<file path="config.mk">
export PLATFORM = sky130hd
export DESIGN_NAME = hs4_rx_fifo
export DESIGN_NICKNAME = d
export VERILOG_FILES = /design/src/rtl/hs4_rx_fifo_pkg.sv /design/src/rtl/hs4_rx_fifo_sync_fifo.sv /design/src/rtl/hs4_rx_fifo.sv
export SDC_FILE = /design/constraint.sdc
export NUM_CORES = 1
export LEC_CHECK = 0
export CORE_MARGIN = 3
export CORE_UTILIZATION = 46
export DETAILED_ROUTE_END_ITERATION = 10
export HOLD_SLACK_MARGIN = 0.12
export MAX_ROUTING_LAYER = met4
export PLACE_DENSITY = 0.74
export SLEW_MARGIN = 0
export SYNTH_ARGS = -nofsm -noshare
export SYNTH_HDL_FRONTEND = slang
export SYNTH_SLANG_ARGS = --single-unit
</file>
<file path="constraint.sdc">
create_clock -name clk -period 2 [get_ports clk]
set_input_delay 0.6 -clock clk [delete_from_list [all_inputs] [get_ports clk]]
set_output_delay 0.6 -clock clk [all_outputs]
set_load 0.03 [all_outputs]
</file>
<file path="src/rtl/hs4_rx_fifo_pkg.sv">
// Handshake state encoding shared with the CPU-side send/ack FSM, plus default data width.
package hs4_rx_fifo_pkg;

  localparam int DEF_DATA_W = 4;

  typedef enum logic [1:0] {
    ST_SYNC = 2'b00,
    ST_IDLE = 2'b01,
    ST_ACK  = 2'b10
  } hs_state_t;

endpackage

</file>
<file path="src/rtl/hs4_rx_fifo_sync_fifo.sv">
// Generic DATA_W x DEPTH synchronous FIFO; push ignored when full, pop ignored when empty.
// Head word is combinational; a pushed word is visible the cycle after the push edge.
module sync_fifo
  import hs4_rx_fifo_pkg::*;
#(
  parameter int DATA_W = DEF_DATA_W,
  parameter int DEPTH  = 4
) (
  input  logic                       clk,
  input  logic                       rst,
  input  logic                       push,
  input  logic [DATA_W-1:0]          push_data,
  input  logic                       pop,
  output logic [DATA_W-1:0]          pop_data,
  output logic                       full,
  output logic                       empty,
  output logic [$clog2(DEPTH):0]     level
);

  localparam int AW = $clog2(DEPTH);

  logic [DATA_W-1:0] mem [DEPTH];
  logic [AW:0]       wr_ptr;
  logic [AW:0]       rd_ptr;
  logic              do_push;
  logic              do_pop;

  // Pointers carry one wrap bit so full and empty stay distinguishable.
  assign level    = wr_ptr - rd_ptr;
  assign full     = (level == (AW+1)'(DEPTH));
  assign empty    = (wr_ptr == rd_ptr);
  assign do_push  = push && !full;
  assign do_pop   = pop && !empty;
  assign pop_data = mem[rd_ptr[AW-1:0]];

  always_ff @(posedge clk) begin
    if (rst) begin
      wr_ptr <= '0;
      rd_ptr <= '0;
    end else begin
      if (do_push) wr_ptr <= wr_ptr + 1'b1;
      if (do_pop)  rd_ptr <= rd_ptr + 1'b1;
    end
  end

  always_ff @(posedge clk) begin
    if (do_push) mem[wr_ptr[AW-1:0]] <= push_data;
  end

endmodule

</file>
<file path="src/rtl/hs4_rx_fifo.sv">
// 4-phase send/ack receiver feeding a FIFO drained over valid/ready; ack rises 1 cycle after send.
// When the FIFO is full the word is left unacknowledged in IDLE, stalling the sender until space frees.
module hs4_rx_fifo
  import hs4_rx_fifo_pkg::*;
#(
  parameter int DATA_W = DEF_DATA_W,
  parameter int DEPTH  = 4,
  parameter int CNT_W  = 8
) (
  input  logic                       clk,
  input  logic                       rst,
  input  logic [DATA_W-1:0]          dados,
  input  logic                       send,
  output logic                       ack,
  output logic [DATA_W-1:0]          out_data,
  output logic                       out_valid,
  input  logic                       out_ready,
  output logic [$clog2(DEPTH):0]     fifo_level,
  output logic [CNT_W-1:0]           rx_count,
  output logic [1:0]                 estado
);

  hs_state_t state_q;
  hs_state_t state_d;
  logic      push;
  logic      fifo_full;
  logic      fifo_empty;

  always_comb begin
    state_d = state_q;
    push    = 1'b0;
    case (state_q)
      ST_SYNC: if (!send) state_d = ST_IDLE;
      ST_IDLE: begin
        // Full is judged on the start-of-cycle level, so a same-cycle pop does not admit the word.
        if (send && !fifo_full) begin
          push    = 1'b1;
          state_d = ST_ACK;
        end
      end
      ST_ACK:  if (!send) state_d = ST_IDLE;
      default: state_d = ST_SYNC;
    endcase
  end

  always_ff @(posedge clk) begin
    if (rst) begin
      state_q  <= ST_SYNC;
      rx_count <= '0;
    end else begin
      state_q <= state_d;
      if (push) rx_count <= rx_count + 1'b1;
    end
  end

  assign ack       = (state_q == ST_ACK);
  assign estado    = state_q;
  assign out_valid = !fifo_empty;

  sync_fifo #(
    .DATA_W (DATA_W),
    .DEPTH  (DEPTH)
  ) u_fifo (
    .clk       (clk),
    .rst       (rst),
    .push      (push),
    .push_data (dados),
    .pop       (out_ready),
    .pop_data  (out_data),
    .full      (fifo_full),
    .empty     (fifo_empty),
    .level     (fifo_level)
  );

endmodule
</file>
# Yosys cells after proc, flatten, opt, wreduce, memory -nomap -nowiden
# Memories as Yosys holds them, arrays and structs flattened. A register that Yosys moved wholly into a read port is not among the register bits.
# Index checks and enable logic that the tools add are counted.
# op_classes
addsub,4
n_eq_ne,6
muxes,9
reduce_logical,8
# op_table
cell,count
adder 8 x 1 -> 8 bit (second input constant),1
2-to-1 mux 2 bit,4
adder 3 x 1 -> 3 bit (second input constant),2
2-to-1 mux 1 bit,4
!= test 2 bit (second input constant),2
one-hot mux 2 bit (2 select lines),1
== test 3 bit,1
== test 3 bit (second input constant),1
logical AND 1 bit,3
subtractor 3 bit,1
== test 2 x 1 -> 1 bit (second input constant),1
== test 2 bit (second input constant),1
zero test 1 bit,2
zero test 2 bit,1
AND reduction 2 bit,1
OR reduction 2 bit,1
# word_totals
ff_bits,16
ramBits,16
inputBits,8
out_inout_bits,19
wordCells,32
n_memories,1
# memory_table
name,depth,width,read_ports,rd_clocked_by_memory_dff,write_ports,line,rtl
u_fifo.mem,4,4,1,1,1,hs4_rx_fifo_sync_fifo.sv:22,logic [DATA_W-1:0] mem [DEPTH];

# Longest topological paths before layout
# logic_depth
word_depth,9
ltp_mapped,8
mapped_depth_nobuf,7

# Hierarchy
# Synthesis repeated with hierarchy kept, for this count alone.
# hier_totals
hier_cells,118
area_unflattened_um2,1519.0
# by_module_without_submodules
mod,instances,cells_each,area_each_um2,seq_area_each_um2
sync_fifo,1,68,1057.3,640.6
hs4_rx_fifo,1,50,461.7,200.2

# Least setup slack after synthesis
# OpenSTA, ideal clock, no wires.
# synth_path
kind,register -> register
startpoint,register u_fifo.wr_ptr[0]
endpoint,memory u_fifo.mem[0][0] in the netlist's numbering (enable)
setup_time_ns,0.257
t_arrival_ns,1.886
t_required_ns,1.743
setup_slack_ns,-0.143
stages_incl_launch_ff,9
n_path_buf,1
period_less_slack_ns,2.143
cell_sequence,dfxtp_1 > inv_1 > ha_1 > fa_1 > xnor3_2 > nor2_2 > buf_6 > and2b_1 > and2_1
# synth_between
elab_chain_cells,9
# synth_rtl
item,line,rtl
"start, declared",hs4_rx_fifo_sync_fifo.sv:23,logic [AW:0] wr_ptr;
"start signal, assigned",hs4_rx_fifo_sync_fifo.sv:41,if (do_push) wr_ptr <= wr_ptr + 1'b1;
subtractor 3 bit,hs4_rx_fifo_sync_fifo.sv:29,assign level = wr_ptr - rd_ptr;
== test 3 bit,hs4_rx_fifo_sync_fifo.sv:30,assign full = (level == (AW+1)'(DEPTH));
zero test 1 bit,"hs4_rx_fifo_sync_fifo.sv:32, hs4_rx_fifo.sv:36",
logical AND 1 bit,hs4_rx_fifo.sv:36,if (send && !fifo_full) begin
2-to-1 mux 1 bit,hs4_rx_fifo.sv:36,
2-to-1 mux 1 bit,hs4_rx_fifo.sv:32,case (state_q)
logical AND 1 bit,hs4_rx_fifo_sync_fifo.sv:32,assign do_push = push && !full;
2-to-1 mux 1 bit,hs4_rx_fifo_sync_fifo.sv:47,if (do_push) mem[wr_ptr[AW-1:0]] <= push_data;
2-to-1 mux 1 bit (implied by the code),hs4_rx_fifo_sync_fifo.sv:47,
"end, declared",hs4_rx_fifo_sync_fifo.sv:22,
# Parallel ways exist; a longest one is shown, timed or not.

# Final worst setup path
# layout_path
startpoint,register u_fifo.wr_ptr[0]
endpoint,output port fifo_level[2]
# layout_between
elab_chain_cells,1
# layout_rtl
item,line,rtl
subtractor 3 bit,hs4_rx_fifo_sync_fifo.sv:29,
"end, declared",hs4_rx_fifo.sv:18,"output logic [$clog2(DEPTH):0] fifo_level,"
# Every way passes these cells.

==> out/results.tsv <==
stage	metric	value	unit
outcome	status	finished, violations left	
outcome	violations	setup timing	
clock_network	cts_max_path_buffers	2	
sta	fin_ws	-261	ps
worst_setup_path	arrival	1660	ps
finish	final_cell_mix	buf_4 (20), edfxtp_1 (16), dfxtp_1 (14)	
synthesis	async_flop_share	0	%
drt	wire_per_inst	14.7	µm
synthesis	synth.distinct_cells	37	
worst_setup_path	critical_path_class	register to output pin	
placement	hpwl	2270	µm
synthesis	synth-main-ff-cell	dfxtp_1	
pwr	p_leak	0.932	nW
worst_setup_path	worstPathRequired	1400	ps
finish	nNetsFinal	192	
worst_setup_path	r2r-start	u_fifo.wr_ptr[0]$_SDFFE_PP0P_	
finish	final_common_cell	buf_4	
synthesis	seq_area_frac_synth	55.3	%
clock_network	cts_root_buf	clkbuf_4	
drt	vias_per_cell	5.02	
drt	firstDrtPassIters	4	
clock_network	worstSkewPairLatency	340	ps
sta	fmax	442	MHz
sta	finalCriticalPeriod	2260	ps
sta	rsz0062_at_grt	true	
grt	grt_pass1_wl	5520	µm
clock_network	h-tree-depth	2	
sta	finalHoldViolations	0	
hold_path	hold_start	rx_count[7]$_SDFFE_PP0N_	
drt	first_iter_violations	40	
pwr	p_total	0.00156	W
synthesis	synthSimpleGateAreaFrac	12.1	%
floorplan	std_cell_rows	20	
synthesis	ys_seq_elements	34	
finish	antenna_cells_inserted	0	
placement	io_buffers	26	
sta	setup_viol	29	
drt	drc	0	
finish	drive_above_1_share	43.2	%
floorplan	start_util	49.0	%
synthesis	yosys_warnings	0	
synthesis	synth_edf_count	16	
worst_setup_path	rr_worst_depth	9	
sta	skew	2.48	ps
pwr	internal_power	0.00109	W
pwr	sw_frac_of_total	29.8	%
sta	timing.final.crit_share	113	%
clock_network	cts_tree	built	
floorplan	die_h	63.5	µm
grt	antenna_found_initial	0	
sta	slew_headroom	72.1	%
finish	area_delta_synth_final	43.5	%
floorplan	die_area	4030	µm²
pwr	pwr-share-comb	27.3	%
synthesis	synth_top_family_by_area	simple AND/OR/NAND/NOR gates	
hold_path	hold_depth	2	
worst_setup_path	crit_fanout	2	
pwr	p_clk_share	23.4	%
synthesis	avgSynthCellArea	12.6	µm²
clock_network	numCtsBuffers	5	
floorplan	design.core.area	3100	µm²
synthesis	syn_area	1520	µm²
job	drv_cap	0	
drt	vias	1104	
sta	slew_viol_final	0	
placement	place.gp.congestion	0.744	
hold_path	hold_path_class	register to register	
drt	finalWirelength	3230	µm
floorplan	die_w	63.5	µm
clock_network	clk_pin_slew_worst_paths	100	ps
synthesis	synth_compound_gate_area_share	7.00	%
drt	antenna_left	0	
synthesis	muxShareOfSynthArea	8.64	%
clock_network	clock-sinks	34	
synthesis	synth_cells	121	
floorplan	io_pins	27	
sta	worst_hold_slack	530	ps
pwr	ir_drop	0.404	mV
grt	grt_start_max_net_pins	12	
worst_setup_path	start_kind	register	
grt	grt.total_usage	18.4	%
synthesis	synth_xor_area_share	5.60	%
worst_setup_path	cp-startpoint	u_fifo.wr_ptr[0]$_SDFFE_PP0P_	
synthesis	synth_fa_ha_area_share	7.90	%
pwr	seq_power_share	49.3	%
sta	finalSetupTns	-3220	ps
sta	worst_pin_slew	414	ps
clock_network	ctsHoldBuffers	0	
grt	gr-total-overflow	0	
pwr	switchingPower	0.000465	W
synthesis	syn_nets	138	
grt	grt_pass1_vias	1203	
pwr	p_per_area	714	nW/µm²
worst_setup_path	end_kind	output pin	
worst paths after layout:
kind | end | slack [ps]
setup / recovery | fifo_level[2] | -260
hold / removal | rx_count[7]$_SDFFE_PP0N_ | 530
setup reg to reg | u_fifo.mem[1][3]$_DFFE_PP_ | -190
hold reg to reg | rx_count[7]$_SDFFE_PP0N_ | 530
metrics by stage:
stage	util, %	setup WS, ps	area, µm²	cells
6_report	70.3	-261	2180	220
2_1_floorplan	-	8.94	1550	121
4_1_cts	69.2	-281	2150	221
3_3_place_gp	64.2	-166	1990	208
3_5_place_dp	64.2	-187	1990	208
5_1_grt	70.3	-356	2180	220
worst max-delay path: stages (launching register included):
cell and delay (ps):
dfxtp_2 350, inv_2 50, ha_4 150, fa_2 340, xnor3_2 240, inv_2 70
buf_6 120
power groups by stage:
| stage | registers (W) | clock network, W | logic (W) |
|---|---|---|---|
| floorplan | 0.000789 | 0 | 0.000195 |
| global placement | 0.000781 | 0 | 0.000346 |
| detailed placement | 0.000782 | 0 | 0.000355 |
| CTS | 0.000768 | 0.000385 | 0.000417 |
| global route | 0.000773 | 0.000422 | 0.000458 |
| finish | 0.000768 | 0.000365 | 0.000425 |
flip-flops by register name, summed over array words and instances (netlist names), named ones only:
| register | flops |
|---|---|
| u_fifo.mem | 16 |
| rx_count | 8 |
| u_fifo.rd_ptr | 3 |
| u_fifo.wr_ptr | 3 |
| estado | 2 |
cell type report:
type	count	area, µm²
timing repair buffer	51	459
fill	239	922
clock inverter	3	16.3
multi-input combinational	75	734
tap	44	55.1
sequential	34	848
clock buffer	5	37.5
inverter	8	30.0
cell usage after synthesis (all sizes together), types with 2 or more instances:
cell type	n	area share, %
xor2	6	3.5
nor2b	2	0.82
ha	8	6.6
and2	5	2.1
o211ai	2	0.99
inv	8	2.0
a21oi	3	0.99
buf	2	0.99
o31ai	2	0.99
dfxtp	18	24
edfxtp	16	32
mux2i	3	2.0
o21a	2	0.99
nand2	4	0.99
o21ai	3	1.2
or4	2	0.99
nand4	2	0.82
clkbuf	2	0.49
nor2	13	3.4
mux4	4	5.9
layer usage:
metal  vias up  global-route usage [%]  share of wire, %
li1        537                       -                 -
met2        22                    32.3                54
met4         0                    5.93               1.4
met1       539                    19.7                40
met5         -                       -                 0
met3         6                    5.53               4.5
kinds of logic (layout without fill, tap and decap cells):
kind of cell    after synthesis  after routing
flops                        34             34
buf+inv                      12             67
fa+ha+maj                     9              9
mux                           8              8
compound gates               15             15
simple gates                 35             35
xor+xnor                      8              8
timing repair:
| action | 4_1_cts | 5_1_grt |
|---|---|---|
| setup buffers | 5 | 1 |
| endpoints found under the setup margin | 26 | 37 |
| pin swaps | 11 | 7 |
| resized for setup | 63 | 19 |
Note: power is estimated with default switching activity, not from simulation.
